==> src/rtl/start_screen_pixel_gen_if.sv <==
// Scan-position inputs, animation pulses and palette-index outputs of the start-screen pixel generator.
interface start_screen_pixel_gen_if;
    logic [9:0] h_cnt;
    logic [9:0] v_cnt;
    logic       pix_valid;
    logic       frame_tick;
    logic       start_enter;
    logic [3:0] start_color_index;
    logic       index_valid;

    modport master (
        output h_cnt, v_cnt, pix_valid, frame_tick, start_enter,
        input  start_color_index, index_valid
    );

    modport slave (
        input  h_cnt, v_cnt, pix_valid, frame_tick, start_enter,
        output start_color_index, index_valid
    );
endinterface

==> src/rtl/start_screen_pixel_gen.sv <==
// Start-screen palette index generator: border, scrolling title stripes, prompt box; 2-stage pipeline.
// Optional macro START_BLINK_EN enables the blinking prompt (otherwise the prompt is a constant index 2).
module start_screen_pixel_gen #(
    parameter int H_ACTIVE     = 640,
    parameter int V_ACTIVE     = 480,
    parameter int BORDER_W     = 4,
    parameter int TITLE_Y0     = 96,
    parameter int TITLE_H      = 64,
    parameter int PROMPT_X0    = 240,
    parameter int PROMPT_Y0    = 320,
    parameter int PROMPT_W     = 160,
    parameter int PROMPT_H     = 32,
    parameter int BLINK_FRAMES = 30
) (
    input logic                      clk,
    input logic                      rst_n,
    start_screen_pixel_gen_if.slave  pix
);

    localparam logic [9:0] BORDER_LO = 10'(BORDER_W);
    localparam logic [9:0] BORDER_HX = 10'(H_ACTIVE - BORDER_W);
    localparam logic [9:0] BORDER_HY = 10'(V_ACTIVE - BORDER_W);
    localparam logic [9:0] PROMPT_XA = 10'(PROMPT_X0);
    localparam logic [9:0] PROMPT_XB = 10'(PROMPT_X0 + PROMPT_W);
    localparam logic [9:0] PROMPT_YA = 10'(PROMPT_Y0);
    localparam logic [9:0] PROMPT_YB = 10'(PROMPT_Y0 + PROMPT_H);
    localparam logic [9:0] TITLE_YA  = 10'(TITLE_Y0);
    localparam logic [9:0] TITLE_YB  = 10'(TITLE_Y0 + TITLE_H);

    if (BLINK_FRAMES < 1) begin : g_bad_blink
        $error("BLINK_FRAMES must be at least 1");
    end

    logic [5:0] scroll;

    always_ff @(posedge clk or negedge rst_n) begin
        if (!rst_n)               scroll <= 6'd0;
        else if (pix.start_enter) scroll <= 6'd0;
        else if (pix.frame_tick)  scroll <= scroll + 6'd1;
    end

`ifdef START_BLINK_EN
    localparam int BLINK_W = (BLINK_FRAMES > 1) ? $clog2(BLINK_FRAMES) : 1;
    localparam logic [BLINK_W-1:0] BLINK_LAST = BLINK_W'(BLINK_FRAMES - 1);

    logic [BLINK_W-1:0] blink_cnt;
    logic               blink_on;
    logic               s1_blink;

    always_ff @(posedge clk or negedge rst_n) begin
        if (!rst_n) begin
            blink_cnt <= '0;
            blink_on  <= 1'b1;
        end else if (pix.start_enter) begin
            blink_cnt <= '0;
            blink_on  <= 1'b1;
        end else if (pix.frame_tick) begin
            if (blink_cnt == BLINK_LAST) begin
                blink_cnt <= '0;
                blink_on  <= ~blink_on;
            end else begin
                blink_cnt <= blink_cnt + 1'b1;
            end
        end
    end
`endif

    logic       border_c, prompt_c, title_c;
    logic [5:0] stripe_sum;

    always_comb begin
        border_c = (pix.h_cnt < BORDER_LO) || (pix.h_cnt >= BORDER_HX) ||
                   (pix.v_cnt < BORDER_LO) || (pix.v_cnt >= BORDER_HY);
        prompt_c = (pix.h_cnt >= PROMPT_XA) && (pix.h_cnt < PROMPT_XB) &&
                   (pix.v_cnt >= PROMPT_YA) && (pix.v_cnt < PROMPT_YB);
        title_c  = (pix.v_cnt >= TITLE_YA) && (pix.v_cnt < TITLE_YB);
        // Only bits [5:4] of h+scroll are needed; the low six bits suffice.
        stripe_sum = pix.h_cnt[5:0] + scroll;
    end

    logic       s1_border, s1_prompt, s1_title, s1_valid;
    logic [1:0] s1_sel;

    // Blink state is captured alongside the pixel so it matches the sample cycle.
    always_ff @(posedge clk or negedge rst_n) begin
        if (!rst_n) begin
            s1_border <= 1'b0;
            s1_prompt <= 1'b0;
            s1_title  <= 1'b0;
            s1_sel    <= 2'd0;
            s1_valid  <= 1'b0;
`ifdef START_BLINK_EN
            s1_blink  <= 1'b1;
`endif
        end else begin
            s1_border <= border_c;
            s1_prompt <= prompt_c;
            s1_title  <= title_c;
            s1_sel    <= stripe_sum[5:4];
            s1_valid  <= pix.pix_valid;
`ifdef START_BLINK_EN
            s1_blink  <= blink_on;
`endif
        end
    end

    logic [3:0] prompt_idx, stripe_idx, index_c;

    always_comb begin
`ifdef START_BLINK_EN
        prompt_idx = s1_blink ? 4'd2 : 4'd6;
`else
        prompt_idx = 4'd2;
`endif
        case (s1_sel)
            2'd0:    stripe_idx = 4'd1;
            2'd1:    stripe_idx = 4'd3;
            2'd2:    stripe_idx = 4'd4;
            default: stripe_idx = 4'd5;
        endcase
        index_c = 4'd0;
        if (!s1_valid)      index_c = 4'd0;
        else if (s1_border) index_c = 4'd7;
        else if (s1_prompt) index_c = prompt_idx;
        else if (s1_title)  index_c = stripe_idx;
    end

    always_ff @(posedge clk or negedge rst_n) begin
        if (!rst_n) begin
            pix.start_color_index <= 4'd0;
            pix.index_valid       <= 1'b0;
        end else begin
            pix.start_color_index <= index_c;
            pix.index_valid       <= s1_valid;
        end
    end

endmodule

==> src/flat_wrapper.sv <==
// flat-port wrapper written by rule: the top's interface ports become plain ports
module start_screen_pixel_gen_flat 
#(
    parameter int H_ACTIVE     = 640,
    parameter int V_ACTIVE     = 480,
    parameter int BORDER_W     = 4,
    parameter int TITLE_Y0     = 96,
    parameter int TITLE_H      = 64,
    parameter int PROMPT_X0    = 240,
    parameter int PROMPT_Y0    = 320,
    parameter int PROMPT_W     = 160,
    parameter int PROMPT_H     = 32,
    parameter int BLINK_FRAMES = 30
)
  (clk, rst_n, pix_h_cnt, pix_v_cnt, pix_pix_valid, pix_frame_tick, pix_start_enter, pix_start_color_index, pix_index_valid);
  start_screen_pixel_gen_if pix_i ();
  input logic clk;
  input logic rst_n;
  input wire logic [$bits(pix_i.h_cnt)-1:0] pix_h_cnt;
  input wire logic [$bits(pix_i.v_cnt)-1:0] pix_v_cnt;
  input wire logic [$bits(pix_i.pix_valid)-1:0] pix_pix_valid;
  input wire logic [$bits(pix_i.frame_tick)-1:0] pix_frame_tick;
  input wire logic [$bits(pix_i.start_enter)-1:0] pix_start_enter;
  output wire logic [$bits(pix_i.start_color_index)-1:0] pix_start_color_index;
  output wire logic [$bits(pix_i.index_valid)-1:0] pix_index_valid;
  assign pix_i.h_cnt = pix_h_cnt;
  assign pix_i.v_cnt = pix_v_cnt;
  assign pix_i.pix_valid = pix_pix_valid;
  assign pix_i.frame_tick = pix_frame_tick;
  assign pix_i.start_enter = pix_start_enter;
  assign pix_start_color_index = pix_i.start_color_index;
  assign pix_index_valid = pix_i.index_valid;
  start_screen_pixel_gen #(.H_ACTIVE(H_ACTIVE), .V_ACTIVE(V_ACTIVE), .BORDER_W(BORDER_W), .TITLE_Y0(TITLE_Y0), .TITLE_H(TITLE_H), .PROMPT_X0(PROMPT_X0), .PROMPT_Y0(PROMPT_Y0), .PROMPT_W(PROMPT_W), .PROMPT_H(PROMPT_H), .BLINK_FRAMES(BLINK_FRAMES)) u_core (.clk(clk), .rst_n(rst_n), .pix(pix_i));
endmodule
==> config.mk <==
export PLATFORM = sky130hd
export DESIGN_NAME = start_screen_pixel_gen_flat
export DESIGN_NICKNAME = d
export VERILOG_FILES = /design/src/rtl/start_screen_pixel_gen_if.sv /design/src/rtl/start_screen_pixel_gen.sv /design/src/flat_wrapper.sv
export SDC_FILE = /design/constraint.sdc
export NUM_CORES = 1
export LEC_CHECK = 0
export CAP_MARGIN = 20
export CORE_UTILIZATION = 59
export DETAILED_ROUTE_END_ITERATION = 6
export DONT_BUFFER_PORTS = 1
export PLACE_DENSITY = 0.74
export REMOVE_ABC_BUFFERS = 1
export SYNTH_ARGS = -nofsm -noshare
export SYNTH_HDL_FRONTEND = slang
export SYNTH_SLANG_ARGS = --single-unit
==> constraint.sdc <==
create_clock -name clk -period 1.7 [get_ports clk]
set_clock_uncertainty 0.2 [all_clocks]
set_input_delay 0.085 -clock clk [delete_from_list [all_inputs] [get_ports clk]]
set_output_delay 0.085 -clock clk [all_outputs]
set_load 0.01 [all_outputs]
# Word level (Yosys, flattened, before mapping)
# Cells that the tools add are included.
[classes]
add_sub_neg = 2
order_cmp = 10
eq_ne = 2
mux = 7
reduce_logical = 9
[op_table]
columns = ["op", "n"]
rows = [
  ["greater-or-equal comparator 10 x 9 -> 1 bit (second input constant)", 2],
  ["< comparator 10 x 3 -> 1 bit (second input constant)", 2],
  ["< comparator 10 x 9 -> 1 bit (second input constant)", 2],
  ["2-to-1 mux 4 bit", 3],
  ["2-to-1 mux 6 bit", 2],
  ["greater-or-equal comparator 10 bit (second input constant)", 1],
  ["greater-or-equal comparator 10 x 7 -> 1 bit (second input constant)", 1],
  ["greater-or-equal comparator 10 x 8 -> 1 bit (second input constant)", 1],
  ["< comparator 10 x 8 -> 1 bit (second input constant)", 1],
  ["case mux 3 bit (3 select lines)", 1],
  ["adder 6 x 1 -> 6 bit (second input constant)", 1],
  ["adder 6 bit", 1],
  ["logical AND 1 bit", 4],
  ["logical OR 1 bit", 3],
  ["2-to-1 mux 3 bit", 1],
  ["== test 2 x 1 -> 1 bit (second input constant)", 1],
  ["== test 2 bit (second input constant)", 1],
  ["zero test 2 bit", 1],
  ["nonzero test 2 bit", 1],
]
[word_totals]
ff_bits = 17
inputBits = 25
wordCells = 38

# Logic depth before layout (Yosys ltp)
# Gate-level depths: netlist of run 1.
[logic_depth]
depth_word = 6
depth_mapped = 5
depth_no_buf = 5

# Worst setup path before layout of run 1
# Ideal clock, no wire load.
[synth_path]
path_type = "flip-flop to flip-flop"
startpoint = "register u_core.scroll[1]"
endpoint = "register u_core.s1_sel[1]"
setup_ns = 0.125
arrival_time_ns = 1.190
required_ns = 1.375
slack_ns = 0.185
stages_incl_launch_ff = 6
path_buffers = 0
cell_sequence = "dfrtp_1 > ha_1 > nand3_1 > a22oi_1 > a21oi_1 > xnor2_1"
[synth_via]
elab_chain_len = 1
[synth_rtl]
columns = ["element", "line_no", "text"]
rows = [
  ["from (decl)", "start_screen_pixel_gen.sv:34", "logic [5:0] scroll;"],
  ["from (signal assigned)", "start_screen_pixel_gen.sv:39", "else if (pix.frame_tick) scroll <= scroll + 6'd1;"],
  ["adder 6 bit", "start_screen_pixel_gen.sv:78", "stripe_sum = pix.h_cnt[5:0] + scroll;"],
  ["named net u_core.stripe_sum[5]", "start_screen_pixel_gen.sv:69", "logic [5:0] stripe_sum;"],
  ["to (signal assigned)", "start_screen_pixel_gen.sv:99", "s1_sel <= stripe_sum[5:4];"],
  ["to (decl)", "start_screen_pixel_gen.sv:82", "logic [1:0] s1_sel;"],
]
# The timed path passes the listed nets, and every way through them passes these cells.
# A chain may end at the register's enable or synchronous reset.

# Worst setup path after layout of run 1
[layout_path]
startpoint = "input pix_h_cnt[4]"
endpoint = "register u_core.s1_border"
[layout_via]
elab_chain_len = 4
word_cells_on_any_way = 5
classes_between = "order compare: 2; reduce/logical: 3"
[layout_rtl]
columns = ["element", "line_no", "text"]
rows = [
  ["from (decl)", "flat_wrapper.sv:19", "input wire logic [$bits(pix_i.h_cnt)-1:0] pix_h_cnt;"],
  ["< comparator 10 x 3 -> 1 bit or greater-or-equal comparator 10 bit (tied branches)", "start_screen_pixel_gen.sv:72", "border_c = (pix.h_cnt < BORDER_LO) || (pix.h_cnt >= BORDER_HX) ||"],
  ["logical OR 1 bit (*) (2 in a row)", "start_screen_pixel_gen.sv:72", ""],
  ["logical OR 1 bit (*)", "start_screen_pixel_gen.sv:73", "(pix.v_cnt < BORDER_LO) || (pix.v_cnt >= BORDER_HY);"],
  ["named net u_core.border_c", "start_screen_pixel_gen.sv:68", "logic border_c, prompt_c, title_c;"],
  ["to (signal assigned)", "start_screen_pixel_gen.sv:96", "s1_border <= border_c;"],
  ["to (decl)", "start_screen_pixel_gen.sv:81", "logic s1_border, s1_prompt, s1_title, s1_valid;"],
]
# Mark *: on every way through the listed nets, which the timed path passes. The rest lies on a longest branch.

==> results of run 1 <==
==> how the worst max path moves through the flow <==
| stage | startpoint | end | slack [ns] |
|---|---|---|---|
| after floorplan | u_core.scroll[1] | u_core.s1_sel[1] | 0.19 |
| after global placement | u_core.scroll[1] | u_core.s1_sel[1] | 0.15 |
| after detailed placement | u_core.scroll[1] | u_core.s1_sel[1] | 0.10 |
| after CTS | pix_h_cnt[4] | u_core.s1_prompt | 0.03 |
| after global routing | u_core.scroll[1] | u_core.s1_sel[1] | -0.01 |
| final | pix_h_cnt[4] | u_core.s1_border | 0.04 |
==> power by group <==
part | leakage (nW) | switching, mW | internal (mW) | total (mW)
combinational | 0.300 | 0.0586 | 0.0681 | 0.127
sequential | 0.204 | 0.0189 | 0.399 | 0.418
clock | 0.0138 | 0.113 | 0.0821 | 0.195
total | 0.518 | 0.191 | 0.549 | 0.740
==> stage by stage <==
| step | hold slack [ns] | utilization | TNS [ns] | total power, mW | cells |
|---|---|---|---|---|---|
| 6_report | 0.000440 | 0.872 | 0 | 0.740 | 125 |
| 5_1_grt | -0.00445 | 0.872 | -0.0100 | 0.767 | 125 |
| 4_1_cts | 0.0298 | 0.863 | 0 | 0.723 | 125 |
| 3_5_place_dp | -0.410 | 0.662 | 0 | 0.479 | 98 |
| 3_3_place_gp | -0.410 | 0.662 | 0 | 0.474 | 98 |
| 2_1_floorplan | -0.411 | - | 0 | 0.463 | 80 |
==> timing repair <==
item,CTS,global route
hold buffers,24,1
setup buffers,0,0
setup endpoints to repair,0,3
gates resized for setup,0,4
endpoints found under the hold margin,28,1
==> logic make-up (layout without fill, tap and decap cells) <==
group / count (synthesis) / count (layout) / share of synthesized area
AND/OR/NAND/NOR: 35 / 35 / 0.225
other: 1 / 1 / 0.00453
multiplexers: 1 / 1 / 0.0121
flip-flops: 16 / 16 / 0.484
XOR/XNOR: 7 / 7 / 0.0741
buffers and inverters: 2 / 31 / 0.0136
AO/OA/AOI/OAI: 14 / 14 / 0.110
adder cells (fa/ha/maj): 5 / 5 / 0.0756
==> routing by layer <==
metal,GRT usage,share of wire,up-vias
met3,0.0909,0.081,20
met1,0.467,0.37,377
met2,0.697,0.49,63
met5,0,0,-
met4,0.164,0.054,0
li1,-,-,349
==> Yosys cell counts <==
cell	count
a21oi_1	4
a22oi_1	2
a311o_1	1
a31oi_1	2
and3_1	1
and3b_1	1
buf_4	1
conb_1	1
dfrtp_1	16
ha_1	5
inv_1	1
mux2i_1	1
nand2_1	5
nand2b_1	1
nand3_1	2
nand3b_1	1
nand4_1	1
nand4_2	1
nor2_1	10
nor2b_1	2
nor3_1	5
nor3b_1	2
nor4_1	1
o21a_1	2
o21ai_0	2
o31a_1	1
or3_1	1
or4_1	1
xnor2_1	2
xor2_1	5
==> critical path, delay by kind of cell <==
family | cells | cell delay [ns]
AND/OR/NAND/NOR | 2 | 0.16
AO/OA/AOI/OAI | 1 | 0.22
buffers and inverters | 2 | 1.15
==> area by class of cell <==
type	instances	share of cell area
inverter	1	0.00331
clock buffer	3	0.0198
tap	15	0.0165
sequential	16	0.353
timing repair buffer	27	0.234
multi-input combinational	63	0.374
==> flip-flops by register name, summed over array words and instances (netlist names) <==
signal                        count
u_core.scroll                     6
u_core.pix.start_color_index      3
u_core.pix.index_valid            1
u_core.s1_title                   1
u_core.s1_prompt                  1
u_core.s1_border                  1
u_core.s1_sel                     2
u_core.s1_valid                   1
==> metrics.md, run 1 <==
| Metric | Value |
|---|---|
| Layout area overhead | 37.2% |
| Global-route wire length before repair | roughly 3900 um |
| Fmax | 0.604 GHz |
| Cells after Synth | about 80 |
| Clk root buf | clkbuf_4 |
| Vias per inst | approximately 6.5 |
| Largest net degree at the start of global routing | 17 |
| DRC violations left | 1 |
| Post-layout min period | between 1.5 and 2 ns |
| Layout cells sized above 1 | 0.0818 |
| Status | complete, but fails checks |
| Max VDD drop | 0.362 mV |
| Cell Area, Placed | roughly 860 um2 |
| Critical path arrival | roughly 1.6 ns |
| Via Count | 809 |
| Worst hold endpoint | u_core.s1_prompt |
| Slowest CP cell | dlygate4sd3_1 |
| Internal reg-to-reg setup slack | 0.08 ns |
| Clk Latency, worst-skew pair | around 0.28 ns |
| Clock transition at path regs | approximately 0.09 ns |
| Area share of the largest cell type after synthesis | 0.484 |
| Max_slew headroom | 0.554 |
| Io pins | 30 |
| Max_cap viols | 0 |
| Sequential Area | around 400 um2 |
| Synth Area per Inst | a little over 10 um2 |
| Slowest cell delay on critical path | 0.59 ns |
| FILL cells | 57 |
| Rows | 13 |
| Crit path kind | primary input to register |
| Dpl hpwl | around 1200 um |
| IO buf count | 0 |
| Top post-synthesis cells by area | dfrtp_1 48%, ha_1 7.6%, xor2_1 5.3%, nor2_1 4.5%, nor3_1 3.0% |
| Hold Crit Depth | 3 |
| DR pass1 iterations | 6 |
| Worst reg2reg path depth | 3 |
| Reg2reg start | u_core.scroll[5] |
| Post-route ant nets | 0 |
| Setup crit start kind | primary input |
| DR WL/cell | 21.8 um |
| Critical-path maximum fanout | 2 |
| Crit. End Element | register |
| Starting Density | 0.636 |
| Cell Area, Synth | ~830 um2 |
| Dpl ws | about 0.10 ns |
| Power Dens Cells | around 650 nW/um2 |
| Core footprint | about 1300 um2 |
| Tcrit/Tclk final | 0.975 |
| Most common library cell in the layout ignoring fill and taps | dlygate4sd3_1 |
| Hold violation count in the final report | 0 |
| Total Routed Length | around 2700 um |
| Synth area leader | dfrtp_1 |
| Top cell by count, worst path | dlygate4sd3_1 |
| Clk sinks | 16 |
| Die ar. | between 1500 and 2000 um2 |
| Nets | 142 |
| Leak pwr | ~0.52 nW |
| Endpoints failing setup | 0 |
| GR Util All Layers | 0.401 |
| Worst r2r dst | u_core.s1_sel[1] |
| CTS tree | yes |
| Design Area, Final | around 1100 um2 |
| Post-route setup slack | approximately 0.043 ns |
| Initial DRC count | 30 |
| Multi-input combinational cell area | around 420 um2 |
| Crit path required time | ~1.7 ns |
| H-tree Lvls | 1 |
| Overflow after GRT | 0 |
| Yosys cell types | 30 |
| Die Ht | between 30 and 40 um |
| Critical hold path startpoint | pix_h_cnt[7] |
| Vias in the first global route | around 770 |
| YS warnings | 0 |
| Flops & latches, synth | 16 |
| Clock tree buffer depth | 2 |
| Slew @ Worst Pin | around 0.67 ns |
| Seq/Total Area, Yosys | 0.484 |
| Final GP Congestion | between 0.7 and 0.8 |
| Most frequent cells in the layout | 23 x dlygate4sd3_1, 16 x dfrtp_1, 10 x nor2_1 |
| Worst hold path type | primary input to register |
| Failing checks | design-rule violations |
| CTS buffer count | 3 |
| Crit-path cells | dlygate4sd3_1 -> nor3_2 -> dlygate4sd3_1 -> a31oi_1 -> nand3_1 |
| Ant. Diodes | 0 |
| Die width | approximately 40 um |
| Initial antenna violation count | 0 |
| Max-slew violations | 0 |
(Power assumes the default switching activity.)
==> inputs of run 2 (changes only) <==
--- a/config.mk
+++ b/config.mk
@@ -5,11 +5,12 @@
 export SDC_FILE = /design/constraint.sdc
 export NUM_CORES = 1
 export LEC_CHECK = 0
+export ABC_AREA = 1
 export CAP_MARGIN = 20
-export CORE_UTILIZATION = 59
+export CORE_UTILIZATION = 60
 export DETAILED_ROUTE_END_ITERATION = 6
 export DONT_BUFFER_PORTS = 1
-export PLACE_DENSITY = 0.74
+export PLACE_DENSITY = 0.75
 export REMOVE_ABC_BUFFERS = 1
 export SYNTH_ARGS = -nofsm -noshare
 export SYNTH_HDL_FRONTEND = slang
==> metrics.md, run 2 <==
| Metric | Value |
|---|---|
| Synth Area in XOR/XNOR | 0 (-0.0741) |
| CTS buffer count | 3 (unchanged) |
| Global-route wire length before repair | 5180 um (+34%) |
| Max VDD drop | 0.327 mV (-9.6%) |
| Number of synthesized flops with an enable pin | 0 (unchanged) |
| Compound-Gate Fraction of Synth Area | 0.0725 (-0.0379) |
| Clk root buf | clkbuf_4 |
| Cell Area, Placed | 1060 um2 (+24%) |
| Top reg by flops | u_core.scroll |
| Post-synthesis mux area share | 0 (-0.0121) |
| Starting Density | 0.667 (+0.0319) |
| Layout area overhead | 36.9% |
| H-tree Lvls | 1 (unchanged) |
| Failing checks | design-rule violations, negative setup slack |
| Nets | 222 (+56%) |
| Worst setup startpoint | u_core.scroll[3] |
| Dpl ws | 0.226 ns (+0.123 ns) |
| Initial DRC count | 159 (+430%) |
| Die width | 43.9 um (+11%) |
| Slew @ Worst Pin | 0.664 ns (-0.00208 ns) |
| Slowest cell delay on critical path | 0.47 ns (-0.12 ns) |
| Flops & latches, synth | 16 (unchanged) |
| Dpl hpwl | 1470 um (+22%) |
| Largest registers | u_core.scroll x6, u_core.pix.start_color_index x3, u_core.s1_sel x2 |
| Final core utilization | 0.913 (+0.0414) |
| Critical path arrival | 1.81 ns (+0.19 ns) |
| Post-CTS setup repair buffer count | 0 (unchanged) |
| Die ar. | 1930 um2 (+24%) |
| Largest delay share family, worst path | simple AND/OR/NAND/NOR gates |
| Post-layout min period | 1.79 ns (+0.128 ns) |
| Most frequent cell after synthesis | nand2_1 |
| Max-slew violations | 0 (unchanged) |
| Crit. End Element | register |
| Top cell by count, worst path | nand2_1 |
| Unrepaired setup endpoints after global routing | true |
| DRC violations left | 1 (unchanged) |
| Vias per inst | 6.57 (+1.6%) |
| FILL cells | 59 (+3.5%) |
| YS warnings | 0 (unchanged) |
| Most common library cell in the layout ignoring fill and taps | nand2_1 |
| Rows | 14 (+1) |
| Crit path required time | 1.72 ns (+0.05 ns) |
| Largest net degree at the start of global routing | 17 (unchanged) |
| DR WL/cell | 19.6 um (-10%) |
| Design Area, Final | 1440 um2 (+27%) |
| Hold violation count in the final report | 0 (unchanged) |
| Reg2reg start | u_core.scroll[3] |
| Io pins | 30 (unchanged) |
| Status | complete, but fails checks |
| Post-synth top cells | 40 x nand2_1, 29 x inv_1, 25 x nor2_1, 18 x nand3_1, 16 x dfrtp_1 |
| Vias in the first global route | 1201 (+56%) |
| Die Ht | 43.9 um (+11%) |
| Setup crit start kind | register |
| Initial antenna violation count | 0 (unchanged) |
| Worst hold path type | primary input to async pin |
| Top post-synthesis cells by area | dfrtp_1 38%, nand2_1 14%, inv_1 10%, nor2_1 8.9%, nand3_1 8.6% |
| Clock transition at path regs | 0.09 ns (about the same) |
| Layout cells sized above 1 | 0.0995 (+0.0177) |
| CTS tree | yes |
| Most frequent cells in the layout | 40 x nand2_1, 28 x inv_1, 21 x nor2_1, 21 x dlygate4sd3_1, 18 x nand3_1 |
| Max_cap viols | 0 (unchanged) |
| Post-route ant nets | 0 (unchanged) |
| Main combinational cell family by area after synthesis | simple AND/OR/NAND/NOR gates |
| Final GP Congestion | 0.804 (+5.9%) |
| Slowest CP cell | dfrtp_2 |
| Post-route setup slack | -0.0850 ns (-0.128 ns) |
| Max FFs per register | 6 (unchanged) |
| Clock tree buffer depth | 2 (unchanged) |
| DR pass1 iterations | 7 (+1) |
| Area share of the largest cell type after synthesis | 0.380 (-0.104) |
| Via Count | 1361 (+68%) |
| Synth area leader | dfrtp_1 |
| Leak pwr | 0.799 nW (+54%) |
| GR Util All Layers | 0.376 (-0.0252) |
| Asr flop ratio synth | 1.00 (unchanged) |
| IO buf count | 0 (unchanged) |
| Clk sinks | 16 (unchanged) |
| Seq/Total Area, Yosys | 0.380 (-0.104) |
| Fmax | 0.560 GHz (-7.2%) |
| Yosys cell types | 19 (-37%) |
| Total Routed Length | 4070 um (+49%) |
| Overflow after GRT | 0 (unchanged) |
| Cell Area, Synth | 1050 um2 (+27%) |
| Worst path buffer plus inverter count | 0 (-2) |
| Sequential Area | 403 um2 (+0.62%) |
| Post-Synth Simple-Gate Area | 0.366 (+0.141) |
| Power Dens Cells | 587 nW/um2 (-9.9%) |
| Primary FF master, synth | dfrtp_1 |
| Multi-input combinational cell area | 554 um2 (+31%) |
| Endpoints failing setup | 2 (+2) |
| Tcrit/Tclk final | 1.05 (+0.0754) |
| Crit path kind | register to register |
| Post-Synth Adder-Cell Area | 0.0595 (-0.0162) |
| Cells after Synth | 159 (+96%) |
| Max_slew headroom | 0.556 (+0.00139) |
| Ant. Diodes | 0 (unchanged) |
| Critical-path maximum fanout | 6 (+4) |
| Clk Latency, worst-skew pair | 0.28 ns (about the same) |
| Synth Area per Inst | 6.62 um2 (-35%) |
| Crit-path cells | ha_1 -> nand2_1 -> nor2_2 -> nand2_1 -> nand3_1 -> nand2_1 -> nand2_1 |
| Core footprint | 1580 um2 (+21%) |
==> run 2: cell types whose count changed in the layout (fill, tap and decap cells not counted), sizes merged, moves of 3 or more <==
cell / before / now
buf: 3 / 0
nand3: 2 / 18
nor3: 5 / 0
dlymetal6s4s: 1 / 8
nor2: 10 / 28
nand2: 5 / 41
inv: 1 / 31
xor2: 5 / 0
o21ai: 2 / 5
==> run 2: layout make-up <==
cell class | instances | share of cell area
Multi-Input combinational cell | 111 | 0.385
Sequential cell | 16 | 0.280
Inverter | 31 | 0.0808
Tap cell | 16 | 0.0139
Clock buffer | 4 | 0.0252
Timing Repair Buffer | 29 | 0.215
==> run 2: through the flow <==
step	power (mW)	setup TNS [ns]	instances	hold WS, ns
after global routing	0.879	-0.262	207	0.118
after floorplan	0.485	0	158	-0.411
after detailed placement	0.500	0	174	-0.410
after global placement	0.496	0	174	-0.410
after CTS	0.809	0	207	0.0580
final	0.845	-0.155	207	0.0677
==> run 2: path summary, 6_finish.rpt <==
check,depth (start not counted),slack (ns),end
worst max-delay path,7,-0.09,u_core.s1_sel[1]
worst min-delay path,1,0.07,u_core.scroll[5]
worst max register to register,7,-0.09,u_core.s1_sel[1]
worst min register to register,0,0.19,u_core.pix.index_valid
max in group asynchronous,1,0.77,u_core.scroll[3]
min in group clk,3,0.12,u_core.s1_title
==> run 2: power by group <==
| group | switching, mW | leakage (nW) | internal (mW) |
|---|---|---|---|
| logic | 0.108 | 0.577 | 0.0807 |
| registers | 0.0154 | 0.201 | 0.398 |
| clock network | 0.113 | 0.0210 | 0.130 |
| total | 0.236 | 0.799 | 0.609 |
==> run 2: cell families (layout without fill, tap and decap cells) <==
| logic type | after synthesis | after routing |
|---|---|---|
| DFF | 16 | 16 |
| and+or+nand+nor | 91 | 91 |
| adders and majority gates | 5 | 5 |
| buffers and inverters | 32 | 64 |
| AOI/OAI and AO/OA | 14 | 14 |
| other | 1 | 1 |
==> run 2: what timing repair did <==
| item | 4_1_cts | 5_1_grt |
|---|---|---|
| hold buffers | 29 | 1 |
| gates resized for setup | 0 | 17 |
| hold endpoints to repair | 28 | 1 |
| setup endpoints to repair | 0 | 3 |
==> run 2: metal layers <==
| metal | wire (um) | track usage |
|---|---|---|
| met5 | 0 | 0 |
| met4 | 352 | 0.242 |
| met3 | 528 | 0.0667 |
| met2 | 1840 | 0.660 |
| met1 | 1350 | 0.414 |
==> inputs of run 3 (changes only) <==
--- a/config.mk
+++ b/config.mk
@@ -6,11 +6,12 @@
 export NUM_CORES = 1
 export LEC_CHECK = 0
 export ABC_AREA = 1
+export BUFFER_PORTS_ARGS = -buffer_cell sky130_fd_sc_hd__buf_2
 export CAP_MARGIN = 20
-export CORE_UTILIZATION = 60
+export CORE_MARGIN = 8
+export CORE_UTILIZATION = 51
 export DETAILED_ROUTE_END_ITERATION = 6
-export DONT_BUFFER_PORTS = 1
-export PLACE_DENSITY = 0.75
+export PLACE_DENSITY = 0.78
 export REMOVE_ABC_BUFFERS = 1
 export SYNTH_ARGS = -nofsm -noshare
 export SYNTH_HDL_FRONTEND = slang
==> metrics.md, run 3 (synthesis gave the netlist of run 2 again) <==
| Metric | Value |
|---|---|
| CTS tree | yes |
| Crit. End Element | register |
| Leak pwr | 0.809 nW (+1.2%) |
| Max_cap viols | 0 (unchanged) |
| Layout area overhead | 36.5% |
| Clk root buf | clkbuf_4 |
| Worst reg2reg path depth | 7 (unchanged) |
| Crit path required time | 1.72 ns (about the same) |
| Vias in the first global route | 1233 (+2.7%) |
| Top cell by count, worst path | dlygate4sd3_1 |
| Slowest CP cell | dlygate4sd3_1 |
| Core footprint | 1960 um2 (+24%) |
| Initial DRC count | 43 (-73%) |
| Crit path kind | primary input to register |
| Most common library cell in the layout ignoring fill and taps | nand2_1 |
| H-tree Lvls | 1 (unchanged) |
| Clock tree buffer depth | 2 (unchanged) |
| Critical-path maximum fanout | 4 (-2) |
| Crit-path cells | dlygate4sd3_1 -> buf_2 -> inv_2 -> nand3_1 -> dlygate4sd3_1 -> a21boi_2 |
| Critical path arrival | 1.68 ns (-0.13 ns) |
| Io pins | 30 (unchanged) |
| Setup crit start kind | primary input |
| Final Power | 0.837 mW (-1.0%) |
| Fmax | 0.604 GHz (+7.8%) |
| Final GP Congestion | 0.832 (+3.4%) |
| Starting Density | 0.536 (-0.131) |
| Die ar. | 3770 um2 (+96%) |
| IO buf count | 26 (+26) |
| Overflow after GRT | 0 (unchanged) |
| DR WL/cell | 13.4 um (-32%) |
| Ant. Diodes | 0 (unchanged) |
| Layout cells sized above 1 | 0.189 (+0.0898) |
| Initial antenna violation count | 0 (unchanged) |
| Multi-input combinational cell area | 534 um2 (-3.6%) |
| Hold violation count in the final report | 0 (unchanged) |
| Die width | 61.4 um (+40%) |
| Worst hold path type | primary input to register |
| Dpl hpwl | 2000 um (+36%) |
| Post-route setup slack | 0.0440 ns (+0.129 ns) |
| Die Ht | 61.4 um (+40%) |
| Dpl ws | 0.236 ns (+0.0106 ns) |
| Top reg by flops | u_core.scroll |
| CTS buffer count | 3 (unchanged) |
| Post-route ant nets | 0 (unchanged) |
| Vias per inst | 5.15 (-22%) |
| Total Routed Length | 3110 um (-23%) |
| Setup TNS | 0 ns (+0.155 ns) |
| Max FFs per register | 6 (unchanged) |
| Hold Crit Depth | 5 |
| Clk Latency, worst-skew pair | 0.29 ns (about the same) |
| Largest net degree at the start of global routing | 17 (unchanged) |
| Via Count | 1201 (-12%) |
| Tcrit/Tclk final | 0.974 (-0.0759) |
| Final core utilization | 0.732 (-0.181) |
| Global-route wire length before repair | 5200 um (+0.39%) |
| Unrepaired setup endpoints after global routing | false |
| Most frequent cells in the layout | 40 x nand2_1, 28 x inv_1, 25 x buf_2 |
| Endpoints failing setup | 0 (-2) |
| Status | completed |
| Clk sinks | 16 (unchanged) |
| Rows | 16 (+2) |
| Nets | 237 (+6.8%) |
| Power Dens Cells | 583 nW/um2 (-0.76%) |
| FILL cells | 164 (+180%) |
| GR Util All Layers | 0.185 (-0.191) |
| DR pass1 iterations | 4 (-3) |
| Post-layout min period | 1.66 ns (-0.129 ns) |
| Slowest cell delay on critical path | 0.59 ns (+0.12 ns) |
| Clock transition at path regs | 0.10 ns (about the same) |
| Max VDD drop | 0.432 mV (+32%) |
| DRC violations left | 0 (-1) |
| Largest registers | u_core.scroll x6, u_core.pix.start_color_index x3, u_core.s1_sel x2 |
| Max-slew violations | 0 (unchanged) |
| Sequential Area | 400 um2 (-0.62%) |
-- run 3: cell count changes in the layout (fill, tap and decap cells not counted), moves of 2 or more --
| cell | change |
|---|---|
| nor2_1 | +3 |
| dlymetal6s4s_1 | -7 |
| buf_2 | +25 |
| nor2_2 | -3 |
| dfrtp_2 | -2 |
| dlygate4sd3_1 | -4 |
| dfrtp_1 | +2 |
-- run 3: power by group --
| part | switching, mW | internal [mW] | leakage [nW] |
|---|---|---|---|
| Combinational | 0.0962 | 0.0807 | 0.583 |
| Sequential | 0.0106 | 0.398 | 0.204 |
| Clock | 0.121 | 0.131 | 0.0210 |
| Total | 0.228 | 0.609 | 0.809 |
-- run 3: timing repair --
| action | CTS | global route |
|---|---|---|
| setup buffers | 0 | 0 |
| endpoints found under the setup margin | 0 | 3 |
| hold endpoints to repair | 26 | 0 |
| hold buffers | 20 | 0 |
| resized for setup | 0 | 5 |
-- run 3: metrics by stage --
step | std cells | instance area (um2) | hold WS, ns
2_1_floorplan | 158 | 1040 | -0.411
3_3_place_gp | 212 | 1220 | -0.196
3_5_place_dp | 212 | 1220 | -0.188
4_1_cts | 236 | 1450 | 0.00165
5_1_grt | 233 | 1440 | 0.0574
6_report | 233 | 1440 | 0.0248
-- run 3: path summary, 6_finish.rpt --
| check | slack, ns | startpoint | end |
|---|---|---|---|
| worst max-delay path | 0.04 | pix_v_cnt[6] | u_core.s1_title |
| worst min-delay path | 0.02 | pix_h_cnt[8] | u_core.s1_prompt |
| worst max register to register | 0.21 | u_core.scroll[3] | u_core.s1_sel[1] |
| worst min register to register | 0.19 | u_core.s1_valid | u_core.pix.index_valid |
| max in group asynchronous | 1.01 | rst_n | u_core.s1_prompt |
| min in group asynchronous | 0.03 | rst_n | u_core.pix.index_valid |
-- run 3: worst max-delay path: cells and delay by family --
family	cells	cell delay, ns
AOI/OAI and AO/OA	1	0.16
buffers and inverters	4	1.38
and+or+nand+nor	1	0.06
-- run 3: final cells by class --
cell class,count,area share
Multi-Input combinational cell,111,0.372
Tap cell,27,0.0235
Clock buffer,4,0.0253
Sequential cell,16,0.279
Timing Repair Buffer,44,0.220
Inverter,31,0.0810
-- run 3: metal layers --
layer / GRT usage / up-vias / wire length [um] / part of all wire
met5: 0 / - / 0 / 0
met4: 0.110 / 0 / 97 / 0.031
met3: 0.0334 / 11 / 168 / 0.054
met2: 0.327 / 46 / 1600 / 0.51
met1: 0.200 / 554 / 1240 / 0.40
li1: - / 590 / - / -
